<file path="src/rtl/fsm_run_generator_pkg.sv">
// Shared types and defaults for the run-pattern transmitter.
// Holds the engine state enum, the default widths and the command record.
package fsm_run_pkg;

    localparam int LEN_W_DEF     = 4;
    localparam int MATCH_LEN_DEF = 4;

    typedef enum logic {
        IDLE = 1'b0,
        EMIT = 1'b1
    } engState_t;

    typedef struct packed {
        logic                 bitVal;
        logic [LEN_W_DEF-1:0] len;
    } runCmd_t;

endpackage

</file>
<file path="src/rtl/fsm_run_generator_if.sv">
// Command handshake into the run-pattern transmitter.
// The master offers {CMD_BIT, CMD_LEN}, and the slave answers with CMD_READY.
interface fsm_run_generator_if
    import fsm_run_pkg::*;
#(
    parameter int LEN_W = LEN_W_DEF
) ();
    logic             CMD_VALID;
    logic             CMD_READY;
    logic             CMD_BIT;
    logic [LEN_W-1:0] CMD_LEN;

    modport master (output CMD_VALID, output CMD_BIT, output CMD_LEN, input CMD_READY);
    modport slave  (input CMD_VALID, input CMD_BIT, input CMD_LEN, output CMD_READY);
endinterface

</file>
<file path="src/rtl/fsm_run_generator_fifo.sv">
// run_cmd_fifo: synchronous FIFO used to queue run commands.
// It has a combinational head read, and its count carries one extra bit so that full and empty can be told apart.
module run_cmd_fifo
    import fsm_run_pkg::*;
#(
    parameter int WIDTH = LEN_W_DEF + 1,
    parameter int DEPTH = 4
) (
    input  logic             CLK,
    input  logic             RST,
    input  logic             push,
    input  logic             pop,
    input  logic [WIDTH-1:0] pushData,
    output logic [WIDTH-1:0] popData,
    output logic             full,
    output logic             empty
);
    localparam int PTR_W = $clog2(DEPTH);
    localparam logic [PTR_W:0] FULL_CNT = (PTR_W+1)'(DEPTH);

    logic [WIDTH-1:0] mem [DEPTH];
    logic [PTR_W-1:0] wrPtr;
    logic [PTR_W-1:0] rdPtr;
    logic [PTR_W:0]   count;
    logic             doPush;
    logic             doPop;

    assign full    = (count == FULL_CNT);
    assign empty   = (count == '0);
    assign doPush  = push && !full;
    assign doPop   = pop && !empty;
    assign popData = mem[rdPtr];

    // The storage array carries no reset; only the pointers and the count define what it holds.
    always_ff @(posedge CLK) begin
        if (doPush) begin
            mem[wrPtr] <= pushData;
        end
    end

    always_ff @(posedge CLK) begin
        if (RST) begin
            wrPtr <= '0;
            rdPtr <= '0;
            count <= '0;
        end else begin
            if (doPush) begin
                wrPtr <= wrPtr + 1'b1;
            end
            if (doPop) begin
                rdPtr <= rdPtr + 1'b1;
            end
            case ({doPush, doPop})
                2'b10:   count <= count + 1'b1;
                2'b01:   count <= count - 1'b1;
                default: count <= count;
            endcase
        end
    end

endmodule

</file>
<file path="src/rtl/fsm_run_generator.sv">
// fsm_run_generator: queues run commands and emits them on W/W_VALID one bit per clock.
// S_EXP predicts the output of the downstream run detector in the same register stage.
module fsm_run_generator
    import fsm_run_pkg::*;
#(
    parameter int LEN_W      = LEN_W_DEF,
    parameter int FIFO_DEPTH = 4,
    parameter int MATCH_LEN  = MATCH_LEN_DEF
) (
    input  logic               CLK,
    input  logic               RST,
    fsm_run_generator_if.slave cmd,
    output logic               W,
    output logic               W_VALID,
    output logic               S_EXP,
    output logic               BUSY
);
    // state | meaning
    // IDLE  | no run in progress; pops the FIFO head when one is available
    // EMIT  | repeating the current bit until rem reaches zero
    localparam int CNT_W = $clog2(MATCH_LEN + 1);
    localparam logic [CNT_W-1:0] CNT_MAX = CNT_W'(MATCH_LEN);

    engState_t        state;
    logic [LEN_W-1:0] rem;
    logic [CNT_W-1:0] runCnt;
    logic             lastBit;

    logic             full;
    logic             empty;
    logic             push;
    logic             pop;
    logic [LEN_W:0]   pushData;
    logic [LEN_W:0]   headData;
    logic [LEN_W-1:0] headLen;
    logic             headBit;

    logic             issueRep;
    logic             issueFirst;
    logic             issue;
    logic             bitNext;
    logic [CNT_W-1:0] runNext;

    assign cmd.CMD_READY = !full && !RST;
    assign push          = cmd.CMD_VALID && cmd.CMD_READY;
    assign pushData      = {cmd.CMD_BIT, cmd.CMD_LEN};
    assign headLen       = headData[LEN_W-1:0];
    assign headBit       = headData[LEN_W];

    run_cmd_fifo #(
        .WIDTH(LEN_W + 1),
        .DEPTH(FIFO_DEPTH)
    ) u_fifo (
        .CLK     (CLK),
        .RST     (RST),
        .push    (push),
        .pop     (pop),
        .pushData(pushData),
        .popData (headData),
        .full    (full),
        .empty   (empty)
    );

    // A pop happens whenever the engine is free to take a new command.
    // A popped zero-length command is consumed without issuing a bit.
    assign pop        = !RST && !empty && ((state == IDLE) || (rem == '0));
    assign issueRep   = (state == EMIT) && (rem != '0);
    assign issueFirst = pop && (headLen != '0);
    assign issue      = issueRep || issueFirst;
    assign bitNext    = issueFirst ? headBit : W;
    assign BUSY       = !empty || (state == EMIT);

    always_comb begin
        runNext = CNT_W'(1);
        if ((runCnt != '0) && (bitNext == lastBit)) begin
            runNext = (runCnt == CNT_MAX) ? CNT_MAX : runCnt + 1'b1;
        end
    end

    always_ff @(posedge CLK) begin
        if (RST) begin
            state   <= IDLE;
            rem     <= '0;
            runCnt  <= '0;
            lastBit <= 1'b0;
            W       <= 1'b0;
            W_VALID <= 1'b0;
            S_EXP   <= 1'b0;
        end else begin
            if (issue) begin
                W       <= bitNext;
                W_VALID <= 1'b1;
                S_EXP   <= (runNext == CNT_MAX);
                runCnt  <= runNext;
                lastBit <= bitNext;
            end else begin
                W_VALID <= 1'b0;
                S_EXP   <= 1'b0;
            end

            case (state)
                IDLE: begin
                    if (issueFirst) begin
                        rem   <= headLen - 1'b1;
                        state <= EMIT;
                    end
                end
                EMIT: begin
                    if (rem != '0) begin
                        rem <= rem - 1'b1;
                    end else if (issueFirst) begin
                        rem <= headLen - 1'b1;
                    end else begin
                        state <= IDLE;
                    end
                end
                default: state <= IDLE;
            endcase
        end
    end

endmodule

</file>
<file path="src/flat_wrapper.sv">
// flat-port wrapper written by rule: the top's interface ports become plain ports
module fsm_run_generator_flat import fsm_run_pkg::*;
#(
    parameter int LEN_W      = LEN_W_DEF,
    parameter int FIFO_DEPTH = 4,
    parameter int MATCH_LEN  = MATCH_LEN_DEF
)
  (CLK, RST, W, W_VALID, S_EXP, BUSY, cmd_CMD_VALID, cmd_CMD_BIT, cmd_CMD_LEN, cmd_CMD_READY);
  fsm_run_generator_if #(.LEN_W(LEN_W)) cmd_i ();
  input  logic CLK;
  input  logic RST;
  output logic W;
  output logic W_VALID;
  output logic S_EXP;
  output logic BUSY;
  input wire logic [$bits(cmd_i.CMD_VALID)-1:0] cmd_CMD_VALID;
  input wire logic [$bits(cmd_i.CMD_BIT)-1:0] cmd_CMD_BIT;
  input wire logic [$bits(cmd_i.CMD_LEN)-1:0] cmd_CMD_LEN;
  output wire logic [$bits(cmd_i.CMD_READY)-1:0] cmd_CMD_READY;
  assign cmd_i.CMD_VALID = cmd_CMD_VALID;
  assign cmd_i.CMD_BIT = cmd_CMD_BIT;
  assign cmd_i.CMD_LEN = cmd_CMD_LEN;
  assign cmd_CMD_READY = cmd_i.CMD_READY;
  fsm_run_generator #(.LEN_W(LEN_W), .FIFO_DEPTH(FIFO_DEPTH), .MATCH_LEN(MATCH_LEN)) u_core (.CLK(CLK), .RST(RST), .cmd(cmd_i), .W(W), .W_VALID(W_VALID), .S_EXP(S_EXP), .BUSY(BUSY));
endmodule
</file>
<file path="config.mk">
export PLATFORM = sky130hd
export DESIGN_NAME = fsm_run_generator_flat
export DESIGN_NICKNAME = d
export VERILOG_FILES = /design/src/rtl/fsm_run_generator_pkg.sv /design/src/rtl/fsm_run_generator_if.sv /design/src/rtl/fsm_run_generator_fifo.sv /design/src/rtl/fsm_run_generator.sv /design/src/flat_wrapper.sv
export SDC_FILE = /design/constraint.sdc
export NUM_CORES = 1
export LEC_CHECK = 0
export ABC_AREA = 1
export CAP_MARGIN = 25
export CORE_ASPECT_RATIO = 2
export CORE_UTILIZATION = 35
export CTS_BUF_LIST = sky130_fd_sc_hd__clkbuf_4 sky130_fd_sc_hd__clkbuf_8
export CTS_CLUSTER_SIZE = 16
export DETAILED_ROUTE_END_ITERATION = 12
export GPL_TIMING_DRIVEN = 0
export PLACE_DENSITY = 0.53
export SETUP_SLACK_MARGIN = 0.15
export SYNTH_ARGS = -nofsm -noshare
export SYNTH_HDL_FRONTEND = slang
export SYNTH_SLANG_ARGS = --single-unit
</file>
<file path="constraint.sdc">
create_clock -name CLK -period 2.6 [get_ports CLK]
set_input_delay 0.52 -clock CLK [delete_from_list [all_inputs] [get_ports CLK]]
set_output_delay 0.52 -clock CLK [all_outputs]
set_load 0.02 [all_outputs]
</file>
==> results_dict.tcl <==
set metrics [dict create \
    clock-sinks 40 \
    fin_crit_sh 0.8453 \
    first_pass_iters 4 \
    grt_overflow 0 \
    ys_ff_latch 40 \
    end_kind "flop" \
    criticalPathCategory "flop to flop" \
    routed.top_layer "met4" \
    path_clk_slew_ns 0.08 \
    cts_buffers 5 \
    dieWidth_um 54.19 \
    placed_area_mm2 0.002090 \
    yosysSeqAreaShare 0.5249 \
    finalWirelength_um 3469 \
    ant_nets 0 \
    drive_gt1_frac 0.1493 \
    cts_root_buffer "clkbuf_8" \
    start_util 0.3678 \
    row_count 37 \
    period_minus_slack_ns 2.198 \
    crit_path_start_kind "flop" \
    tns_ns 0 \
    min_path_type "flop to flop" \
    post-route-util 0.4271 \
    layout_setup_ws_ns 0.4023 \
    final_common_cell "nand2_1" \
    dr_wl_met3_um 60 \
    htree_levels 2 \
    whs_ns 0.4728 \
    max_freq_mhz 455.0 \
    final_max_slew_viol_count 0 \
    synth_cell_types 32 \
    relSlewSlack 0.6267 \
    dieArea_mm2 0.005765 \
    clock_path_buffers 2 \
    dp.cells 270 \
    drtIter0Drc 14 \
    hpwlAfterDp_um 2778 \
    ys_warn_count 0 \
    n_antenna_cell 0 \
    reg2reg_depth 13 \
    synth_xor_area_frac 0 \
    hold_depth 2 \
    finClkSkew_ns 0.001652 \
    grt_first_pass_wirelength_um 6051 \
    vias 1352 \
    finalSetupViolations 0 \
    post-place-ws_ns 0.1391 \
    wl_per_cell_um 12.43 \
    route.met2.wl_um 2172 \
    portBuffers 11 \
    grt_max_degree 14 \
    synthSimpleGateAreaFrac 0.2133 \
    crit_required_ns 2.78 \
    finalInstanceArea_mm2 0.002215 \
    arrival_ns 2.38 \
    crit_fanout 6 \
    p_per_area_mw_per_mm2 1029 \
    ir_drop_mv 0.5053 \
    synth.area.mux_share 0 \
    clk_latency_ns 0.28 \
    syn_avg_cell_area_um2 9.487 \
    drv_cap 0 \
    grt_pass1_vias 1366 \
    grt_antenna_before_repair 0 \
    syn_area_mm2 0.001907 \
    wl_met1_um 1164 \
    synthAdderAreaFrac 0.06955 \
    nNetsFinal 238 \
    finalHoldViolCount 0 \
    area_growth_pct 16.14 \
    synth_compound_area_frac 0.1286 \
    ios 13 \
    n_fill_cell 540 \
    synth_cells 201 \
    vias_per_cell 4.846 \
    synth_top_family_by_area "simple AND/OR/NAND/NOR gates" \
    core_area_mm2 0.005185 \
    gp_congestion 0.6981 \
    final_cell_mix "nand2_1 (31), inv_1 (22), dfxtp_1 (20), edfxtp_1 (20)" \
    rsz0062_at_grt "false" \
    cts_hold_buf 0 \
    track_usage 0.1468 \
    cts_tree "done" \
    leakagePower_nw 0.8451 \
    synth.net_count 219 \
    worst_pin_slew_ns 0.5578 \
    die_h_um 106.4 \
    drt_drc_violations_left 0 \
    final_cells 279 \
    status "completed" \
    total_power_mw 2.279 \
]
## cells by family after synthesis
family	Yosys count
compound gates	44
fa+ha+maj	10
buf+inv	30
flops	40
simple gates	77
## flip-flops by register name, summed over array words and instances (netlist names), named ones only
register / flops
u_core.u_fifo.mem: 20
u_core.rem: 4
u_core.runCnt: 3
u_core.u_fifo.count: 3
u_core.u_fifo.rdPtr: 2
u_core.u_fifo.wrPtr: 2
u_core.S_EXP: 1
u_core.W: 1
u_core.W_VALID: 1
u_core.state: 1
## critical path: stages, from the launching register on
cell,delay (ns)
dfxtp_1,0.30
inv_1,0.12
ha_1,0.16
inv_1,0.05
nor2_2,0.14
a21oi_4,0.12
nor2_8,0.15
ha_1,0.15
inv_1,0.08
fa_2,0.41
a21oi_2,0.15
o21ai_1,0.09
o21ai_1,0.12
a21oi_1,0.05
## metal layers
metal,global-route usage,vias up
li1,-,713
met1,0.1345,622
met2,0.2848,12
met3,0.02575,5
met4,0.06044,0
met5,0,-
## synthesized netlist by cell type
cell,count,share of area
fa_1,1,0.010
a211oi_1,1,0.0039
dfxtp_1,20,0.21
nor2_8,1,0.010
nand3_1,9,0.024
buf_2,1,0.0026
nor3_2,1,0.0052
o21ai_1,5,0.013
o21ai_0,13,0.034
nand3_4,1,0.0092
nand2_8,1,0.010
clkbuf_1,1,0.0020
inv_1,22,0.043
nor2_2,1,0.0033
a31oi_1,1,0.0033
edfxtp_1,20,0.31
a21oi_4,1,0.0085
o31ai_1,1,0.0039
nand2_1,31,0.061
o21a_1,1,0.0039
nand3_2,3,0.016
nor2_1,18,0.035
or2_2,1,0.0033
buf_6,1,0.0059
a22oi_1,1,0.0039
inv_2,5,0.0098
a21oi_1,19,0.050
ha_1,9,0.059
o21bai_1,1,0.0039
nand2_2,4,0.013
nand4_1,5,0.016
nand2_4,1,0.0059
## report_power, final
| group | total, mW | internal (mW) | switching, mW |
|---|---|---|---|
| Combinational | 0.935 | 0.355 | 0.580 |
| Clock | 0.499 | 0.284 | 0.215 |
| Sequential | 0.845 | 0.776 | 0.0694 |
| Total | 2.28 | 1.41 | 0.865 |
## worst paths after layout
check	endpoint	startpoint	slack (ns)
worst max-delay path	u_core.u_fifo.count[2]	u_core.rem[0]	0.40
worst min-delay path	u_core.u_fifo.rdPtr[1]	u_core.u_fifo.rdPtr[1]	0.47
worst max register to register	u_core.u_fifo.count[2]	u_core.rem[0]	0.40
worst min register to register	u_core.u_fifo.rdPtr[1]	u_core.u_fifo.rdPtr[1]	0.47
## cell type report
| type | instances | area [um^2] | area share |
|---|---|---|---|
| inverters | 27 | 101.3 | 0.04576 |
| flip-flops and latches | 40 | 1001 | 0.4520 |
| clock buffers | 5 | 68.82 | 0.03107 |
| repair buffers | 12 | 117.6 | 0.05311 |
| plain buffers | 3 | 20.02 | 0.009040 |
| clock inverters | 3 | 42.54 | 0.01921 |
| multi-input cells | 131 | 790.8 | 0.3571 |
| well taps | 58 | 72.57 | 0.03277 |
## what timing repair did
item	CTS	global route
setup buffers	0	1
gates resized for setup	0	4
endpoints found under the setup margin	0	1
Power figures use the tool's default switching activity.
